<file path="config.mk">
export PLATFORM = sky130hd
export DESIGN_NAME = shared_qsn_pipe
export DESIGN_NICKNAME = d
export VERILOG_FILES = /design/src/rtl/qsn_pkg.sv /design/src/rtl/qsn_rot_level.sv /design/src/rtl/shared_qsn_pipe.sv
export SDC_FILE = /design/constraint.sdc
export NUM_CORES = 2
export LEC_CHECK = 0
export ABC_AREA = 1
export CORE_AREA = 3 3 541 543
export DETAILED_ROUTE_END_ITERATION = 10
export DIE_AREA = 0 0 544 546
export SETUP_SLACK_MARGIN = 0.1
export SYNTH_ARGS = -nofsm -noshare
export SYNTH_HDL_FRONTEND = slang
export SYNTH_SLANG_ARGS = --single-unit
</file>
<file path="constraint.sdc">
create_clock -name sys_clk -period 2.2 [get_ports sys_clk]
set_input_delay 0.33 -clock sys_clk [delete_from_list [all_inputs] [get_ports sys_clk]]
set_output_delay 0.33 -clock sys_clk [all_outputs]
set_load 0.05 [all_outputs]
</file>
<file path="src/rtl/qsn_pkg.sv">
// -----------------------------------------------------------------------------
// qsn_pkg
//   Shared definitions for the pipelined quasi-cyclic shift network
//   (shared_qsn_pipe) used to route LDPC messages between memory and the
//   CNU/VNU lanes.
//
//   Contents:
//     - default geometry (lanes, bits per message, number of sources)
//     - rot_amt()       : rotation applied by level k of the log-shifter
//     - lvl_per_stage() : how many shifter levels sit in each register stage
//     - qsn_in_idx()    : bit index into the flattened multi-source input bus
//     - qsn_out_idx()   : bit index into a flattened single-source bus
// -----------------------------------------------------------------------------
package qsn_pkg;

  localparam int QSN_DEF_P     = 85;  // lanes (check-node parallelism)
  localparam int QSN_DEF_QUAN  = 4;   // bits per message
  localparam int QSN_DEF_NSRC  = 3;   // number of input channels

  // Level k rotates by 2^k reduced modulo the lane count. Because the shift
  // factor is always < p, the sum of the enabled level amounts is congruent to
  // the shift factor modulo p, so the cascade realises the exact rotation.
  function automatic int rot_amt(input int k, input int p);
    int r = 1 % p;
    for (int j = 0; j < k; j++) begin
      r = (r * 2) % p;
    end
    return r;
  endfunction

  // Levels grouped in front of each register stage after the first one.
  // With a single stage there are no such groups and every level is
  // combinational behind stage 1.
  function automatic int lvl_per_stage(input int shift_w, input int pipe_stages);
    if (pipe_stages <= 1) begin
      return 0;
    end
    return (shift_w + pipe_stages - 2) / (pipe_stages - 1);
  endfunction

  // Channel c, bit-plane b, lane i of the flattened input bus.
  function automatic int qsn_in_idx(input int c, input int b, input int i,
                                    input int q, input int p);
    return (c * q + b) * p + i;
  endfunction

  // Bit-plane b, lane i of a flattened single-source bus.
  function automatic int qsn_out_idx(input int b, input int i, input int p);
    return b * p + i;
  endfunction

endpackage

</file>
<file path="src/rtl/qsn_rot_level.sv">
// -----------------------------------------------------------------------------
// qsn_rot_level
//   One level of the logarithmic cyclic shifter. When en is set, every
//   bit-plane is rotated so that output lane i takes input lane (i+AMT) mod P;
//   otherwise the data passes through unchanged. Purely combinational.
//
//   Ports:
//     en    in   1      apply this level's rotation
//     din   in   Q*P    plane b, lane i at bit b*P+i
//     dout  out  Q*P    same layout as din
// -----------------------------------------------------------------------------
module qsn_rot_level
  import qsn_pkg::*;
#(
  parameter int CHECK_PARALLELISM = QSN_DEF_P,
  parameter int QUAN_SIZE         = QSN_DEF_QUAN,
  parameter int AMT               = 1
) (
  input  logic                                   en,
  input  logic [QUAN_SIZE*CHECK_PARALLELISM-1:0] din,
  output logic [QUAN_SIZE*CHECK_PARALLELISM-1:0] dout
);

  localparam int P = CHECK_PARALLELISM;

  always_comb begin
    dout = din;
    if (en) begin
      for (int b = 0; b < QUAN_SIZE; b++) begin
        for (int i = 0; i < P; i++) begin
          dout[qsn_out_idx(b, i, P)] = din[qsn_out_idx(b, (i + AMT) % P, P)];
        end
      end
    end
  end

endmodule

</file>
<file path="src/rtl/shared_qsn_pipe.sv">
// -----------------------------------------------------------------------------
// shared_qsn_pipe
//   Pipelined, multi-source cyclic shift network for layered LDPC message
//   routing. One of NUM_SRC input channels is selected (lowest set bit of
//   in_src wins), every bit-plane is rotated so that output lane i carries
//   selected lane (i+s) mod P, and the result leaves PIPE_STAGES cycles later
//   under a valid/ready handshake. A tag travels alongside each beat.
//
//   Ports:
//     sys_clk          in   1              clock
//     rst              in   1              synchronous active-high reset
//     flush            in   1              invalidate every in-flight beat
//     in_valid         in   1              input beat valid
//     in_ready         out  1              beat accepted when in_valid&in_ready
//     sw_in            in   NUM_SRC*Q*P    channel c, plane b, lane i at
//                                          bit (c*Q+b)*P+i
//     in_src           in   NUM_SRC        one-hot channel select
//     in_shift_factor  in   SHIFT_W        rotation amount s
//     in_bypass        in   1              identity routing, s ignored
//     in_tag           in   TAG_W          opaque side-band tag
//     out_valid        out  1              output beat valid
//     out_ready        in   1              downstream accept
//     sw_out           out  Q*P            plane b, lane i at bit b*P+i
//     out_tag          out  TAG_W          tag aligned with sw_out
//     shift_err        out  1              sticky: s >= P seen on a
//                                          non-bypass accepted beat
//
//   Structure: stage 1 registers the selected channel with its resolved
//   shift. The SHIFT_W shifter levels are then split into consecutive groups,
//   one group in front of each later register stage. Levels that do not fit
//   in front of a register (only the PIPE_STAGES=1 case) drive sw_out
//   combinationally from the last stage.
// -----------------------------------------------------------------------------
module shared_qsn_pipe
  import qsn_pkg::*;
#(
  parameter int CHECK_PARALLELISM = QSN_DEF_P,
  parameter int QUAN_SIZE         = QSN_DEF_QUAN,
  parameter int NUM_SRC           = QSN_DEF_NSRC,
  parameter int PIPE_STAGES       = 2,
  parameter int TAG_W             = 4,
  parameter int SHIFT_W           = $clog2(CHECK_PARALLELISM)
) (
  input  logic                                           sys_clk,
  input  logic                                           rst,
  input  logic                                           flush,
  input  logic                                           in_valid,
  output logic                                           in_ready,
  input  logic [NUM_SRC*QUAN_SIZE*CHECK_PARALLELISM-1:0] sw_in,
  input  logic [NUM_SRC-1:0]                             in_src,
  input  logic [SHIFT_W-1:0]                             in_shift_factor,
  input  logic                                           in_bypass,
  input  logic [TAG_W-1:0]                               in_tag,
  output logic                                           out_valid,
  input  logic                                           out_ready,
  output logic [QUAN_SIZE*CHECK_PARALLELISM-1:0]         sw_out,
  output logic [TAG_W-1:0]                               out_tag,
  output logic                                           shift_err
);

  localparam int P   = CHECK_PARALLELISM;
  localparam int QP  = QUAN_SIZE * P;
  localparam int N   = PIPE_STAGES;
  localparam int LPS = lvl_per_stage(SHIFT_W, PIPE_STAGES);

  // P always fits in SHIFT_W+1 bits, so this compare also works when P is a
  // power of two (every s is then legal).
  localparam logic [SHIFT_W:0] P_EXT = (SHIFT_W + 1)'(CHECK_PARALLELISM);

  // Register stage whose output feeds shifter level k.
  function automatic int stage_of(input int k);
    return (PIPE_STAGES == 1) ? 1 : (k / ((LPS > 0) ? LPS : 1)) + 1;
  endfunction

  typedef struct packed {
    logic               valid;
    logic [TAG_W-1:0]   tag;
    logic [SHIFT_W-1:0] shift;  // residual shift; bit k drives level k
    logic [QP-1:0]      data;
  } stage_t;

  stage_t st_q  [1:N];
  stage_t st_d  [1:N];
  stage_t st_in [1:N];  // value each stage loads when the pipe advances

  logic          shift_err_q;
  logic          shift_err_d;
  logic          advance;
  logic          shift_oob;
  logic [QP-1:0] sel_data;
  logic [SHIFT_W-1:0] res_shift;

  logic [QP-1:0] lvl_in  [0:SHIFT_W-1];
  logic [QP-1:0] lvl_out [0:SHIFT_W-1];

  // ---------------------------------------------------------------------------
  // Handshake: the whole pipe moves together or holds together.
  // ---------------------------------------------------------------------------
  assign advance   = out_ready | ~st_q[N].valid;
  assign in_ready  = advance;
  assign out_valid = st_q[N].valid;
  assign out_tag   = st_q[N].tag;
  assign shift_err = shift_err_q;

  // ---------------------------------------------------------------------------
  // Source select. Channels are scanned from highest to lowest so the lowest
  // set bit of in_src is the last write and therefore wins. No bit set leaves
  // the all-zero default.
  // ---------------------------------------------------------------------------
  // NOTE: every signal written in an always_comb gets a default first, so no
  // path leaves it unassigned and no latch is inferred.
  always_comb begin
    sel_data = '0;
    for (int c = NUM_SRC - 1; c >= 0; c--) begin
      if (in_src[c]) begin
        for (int b = 0; b < QUAN_SIZE; b++) begin
          for (int i = 0; i < P; i++) begin
            sel_data[qsn_out_idx(b, i, P)] = sw_in[qsn_in_idx(c, b, i, QUAN_SIZE, P)];
          end
        end
      end
    end
  end

  // An out-of-range shift is routed as identity; bypass forces identity too.
  assign shift_oob = ({1'b0, in_shift_factor} >= P_EXT);
  assign res_shift = (in_bypass || shift_oob) ? '0 : in_shift_factor;

  assign st_in[1] = '{valid: in_valid, tag: in_tag, shift: res_shift, data: sel_data};

  // ---------------------------------------------------------------------------
  // Shifter levels. The first level of each group starts from the register
  // that feeds the group; later levels chain from the previous level.
  // ---------------------------------------------------------------------------
  for (genvar k = 0; k < SHIFT_W; k++) begin : g_lvl
    localparam int STG   = stage_of(k);
    localparam bit FIRST = (k == 0) || (stage_of(k - 1) != STG);

    if (FIRST) begin : g_head
      assign lvl_in[k] = st_q[STG].data;
    end else begin : g_chain
      assign lvl_in[k] = lvl_out[k-1];
    end

    qsn_rot_level #(
      .CHECK_PARALLELISM (P),
      .QUAN_SIZE         (QUAN_SIZE),
      .AMT               (rot_amt(k, P))
    ) u_lvl (
      .en   (st_q[STG].shift[k]),
      .din  (lvl_in[k]),
      .dout (lvl_out[k])
    );
  end

  // ---------------------------------------------------------------------------
  // Stages 2..N capture the output of their level group. A group can be empty
  // when there are more stages than needed; that stage just retimes.
  // ---------------------------------------------------------------------------
  for (genvar j = 2; j <= N; j++) begin : g_stg
    localparam int LO = (j - 2) * LPS;
    localparam int HI = ((j - 1) * LPS < SHIFT_W) ? (j - 1) * LPS : SHIFT_W;
    logic [QP-1:0] grp_data;

    if (LO < SHIFT_W) begin : g_grp
      assign grp_data = lvl_out[HI-1];
    end else begin : g_pass
      assign grp_data = st_q[j-1].data;
    end

    assign st_in[j] = '{valid: st_q[j-1].valid, tag: st_q[j-1].tag,
                        shift: st_q[j-1].shift, data: grp_data};
  end

  // Levels fed by the last register are combinational into sw_out.
  if (stage_of(SHIFT_W - 1) == N) begin : g_out_comb
    assign sw_out = lvl_out[SHIFT_W-1];
  end else begin : g_out_reg
    assign sw_out = st_q[N].data;
  end

  // ---------------------------------------------------------------------------
  // Next state. Flush only clears the valids; data is don't-care and an
  // acceptance in the flush cycle is dropped.
  // ---------------------------------------------------------------------------
  always_comb begin
    st_d = st_q;
    if (flush) begin
      for (int j = 1; j <= N; j++) begin
        st_d[j].valid = 1'b0;
      end
    end else if (advance) begin
      st_d = st_in;
    end
  end

  assign shift_err_d = shift_err_q |
                       (in_valid & in_ready & ~in_bypass & shift_oob);

  // NOTE: sequential state uses non-blocking assignments only, so every flop
  // samples the pre-edge value of every other flop regardless of block order.
  always_ff @(posedge sys_clk) begin
    if (rst) begin
      // NOTE: all stage registers, data included, are reset so sw_out and
      // out_tag read zero after reset rather than stale contents.
      for (int j = 1; j <= N; j++) begin
        st_q[j] <= '0;
      end
      shift_err_q <= 1'b0;
    end else begin
      st_q        <= st_d;
      shift_err_q <= shift_err_d;
    end
  end

endmodule
</file>
==> qor.yml <==
run_status:
  run_status: "finished with violations"
  violations: "negative setup slack"
global_routing:
  grt_antenna_before_repair: 142
  grt-ovfl-total: 0
  grt_max_degree: 168
  grt_use_total_pct: 30.5
  grt_pass1_wl_mm: 634
  grt_pass1_vias: 76200
timing:
  skew_ns: 0.0585
  setup_tns_ns: -122.58
  maxSlewViolCount: 0
  worstMarginPinSlew_ns: 1.31
  hold_ws_ns: 0.0746
  setup_ws_ns: -0.403
  rsz0062_at_grt: "yes"
  hold_viol: 0
  finalSetupViolations: 564
  fmaxAchievable_mhz: 384
  layout_worst_path_cycle_share_pct: 118
  period_minus_slack_ns: 2.60
  slew_headroom_pct: 12.4
floorplanning:
  coreArea_sq_mm: 0.288
  die_area_sq_mm: 0.297
  die_h_microns: 546
  row_count: 197
  ioPinCount: 1387
  dieWidth_microns: 544
  initial_core_util_pct: 19.8
detailed_routing:
  postRouteAntennaNets: 0
  vias_per_cell: 5.43
  drtIter0Drc: 11400
  wl_per_cell_microns: 30.9
  dr_total_vias: 84200
  drt_first_pass_iters: 8
  route.detailed.drc: 0
  drt_wl_total_mm: 480
synth:
  yosys.cell_types.count: 17
  ys_seq_area_share_pct: 24.5
  synth.avg_cell_area_sq_um: 5.58
  synth_cells: 10200
  synthesis.nets: 11200
  synth_warnings: 0
  netlist_area_sq_mm: 0.0570
  synth-seq-cells: 698
hold_path:
  hp-class: "in2reg"
pwr:
  p_leak_nw: 34.7
  p_comb_share_pct: 45.4
  p_per_area_mw_per_mm2: 669
  internal_power_mw: 31.8
  power.total_mw: 57.4
  swShare_pct: 44.6
  clockPowerShare_pct: 28.5
  p_seq_share_pct: 26.1
  switchingPower_mw: 25.6
  max-vdd-ir-drop_v: 0.000567
placed_design:
  dp_cells: 15200
  place.detailed.hpwl_mm: 399
  io_buffers: 1386
  routabilityCongestion: 1.08
clocking:
  clk_pin_slew_ns: 0.06
  cts_max_level: 3
  clock_latency_ns: 0.84
  cts_buffers: 94
  cts_tree: "done"
  clock_path_buffers: 4
  cts_root_buffer: "clkbuf_16"
  cts_num_sinks: 698
critical_path:
  path_max_fanout: 21
  startpoint_type: "flip-flop"
  path_cells: "buf_12, buf_16, nand2_1, nand3_1, nand3_1, nand3_1, nand3_1, nand3_1, nand2_1, nand2_1, nand3_1, a21oi_1"
  worst_setup_path_end_kind: "flip-flop"
  crit_type: "reg2reg"
  cp_data_required_time_ns: 2.92
  cp_data_arrival_time_ns: 3.33
  max_stage_delay_ns: 0.44
  cpMostUsedCell: "nand3_1"
  cp_slowest_cell: "dfxtp_4"
flow_run:
  drv_cap: 0
cells_and_area:
  syn_to_final_growth_pct: 50.6
  finalNetCount: 12600
  drive_above_1_share_pct: 13.8
  fin_cells: 15500
-- per-stage QoR --
stage	instance area, sq um	setup slack [ns]	utilization (%)
after CTS	83900	-0.376	29.1
after floorplan	57000	0.294	-
after global routing	85700	-0.481	29.8
after global placement	79900	-0.455	27.7
after detailed placement	79900	-0.470	27.7
final	85800	-0.403	29.8
-- kinds of logic (layout without fill, tap and decap cells) --
group	Yosys count	in the layout	share of synthesized area [%]
buf+inv	956	2385	7.08
other cells	0	91	0
compound gates	1727	1727	15.2
flops	698	698	24.5
simple gates	6826	6826	53.2
-- area by class of cell --
type,count,area [sq um]
clock inverter,47,549
fill,32500,202000
multi-input combinational,8553,41200
timing repair inverter,1,8.76
inverter,12,125
clock buffer,121,2610
timing repair buffer,2204,22400
sequential,698,14000
tap,3781,4730
antenna,91,228
-- layout by cell type (no fill, tap or decap), drive strengths merged --
master / Yosys / layout
a211oi: 7 / 7
diode: 0 / 91
nand2: 3062 / 3062
clkdlybuf4s50: 0 / 1257
dlygate4sd3: 0 / 4
dfxtp: 698 / 698
a21oi: 1029 / 1029
clkbuf: 599 / 124
inv: 12 / 21
bufbuf: 0 / 1
bufinv: 0 / 9
nand3: 3740 / 3740
or2: 1 / 1
clkinv: 0 / 20
buf: 345 / 937
clkdlybuf4s15: 0 / 1
nor2: 23 / 23
o21a: 3 / 3
clkinvlp: 0 / 10
clkdlybuf4s18: 0 / 1
o21ai: 688 / 688
-- worst paths after layout --
| path | from | to | slack, ns | depth (start not counted) |
|---|---|---|---|---|
| min | in_tag[0] | st_in[347] | 0.07 | 3 |
| max reg2reg | st_in[340] | sw_out[232] | -0.40 | 12 |
| min reg2reg | st_in[351] | st_in[351] | 0.46 | 2 |
| max | st_in[340] | sw_out[232] | -0.40 | 12 |
-- per-layer routing --
| metal | share of wire, % | track usage, % | vias to the layer above |
|---|---|---|---|
| met5 | 0.046 | 0 | - |
| li1 | - | - | 38300 |
| met4 | 7.4 | 19.2 | 34 |
| met2 | 43 | 46.5 | 5171 |
| met3 | 11 | 8.29 | 888 |
| met1 | 39 | 37.6 | 39800 |
-- power by group through the flow --
stage               combinational, mW  clock (mW)  sequential (mW)
floorplan                        10.3           0             16.9
global placement                 24.7           0             15.2
detailed placement               24.6           0             15.2
CTS                              25.0        16.6             15.0
global route                     27.4        17.0             15.1
finish                           26.1        16.4             15.0
-- critical path, delay by kind of cell (launching register included) --
| kind | cells | cell delay (ns) |
|---|---|---|
| AOI/OAI and AO/OA | 1 | 0.13 |
| buffers and inverters | 2 | 0.39 |
| DFF | 1 | 0.44 |
| and+or+nand+nor | 9 | 1.42 |
-- cells in the mapped netlist, drive strengths merged --
library cell	n	area share, %
or2	1	0.011
inv	12	0.083
o21a	3	0.040
nand2	3062	20
a211oi	7	0.092
o21ai	688	6.0
nand3	3740	33
clkbuf	599	3.9
dfxtp	698	25
buf	345	3.1
a21oi	1029	9.0
nor2	23	0.15
-- flip-flops by register name (all words and copies together) (netlist names) --
name,count
sw_out,340
out_tag,4
lvl_in,340
shift_err,1
st_in,12
out_valid,1
-- repair_timing --
action / 4_1_cts / 5_1_grt
pin swaps: 3 / 20
buffers inserted: 5 / 6
cloned: 3 / 4
setup endpoints to repair: 707 / 650
hold buffers: 4 / 0
resized for setup: 204 / 341
hold endpoints to repair: 29 / 0
Power figures use the tool's default switching activity.
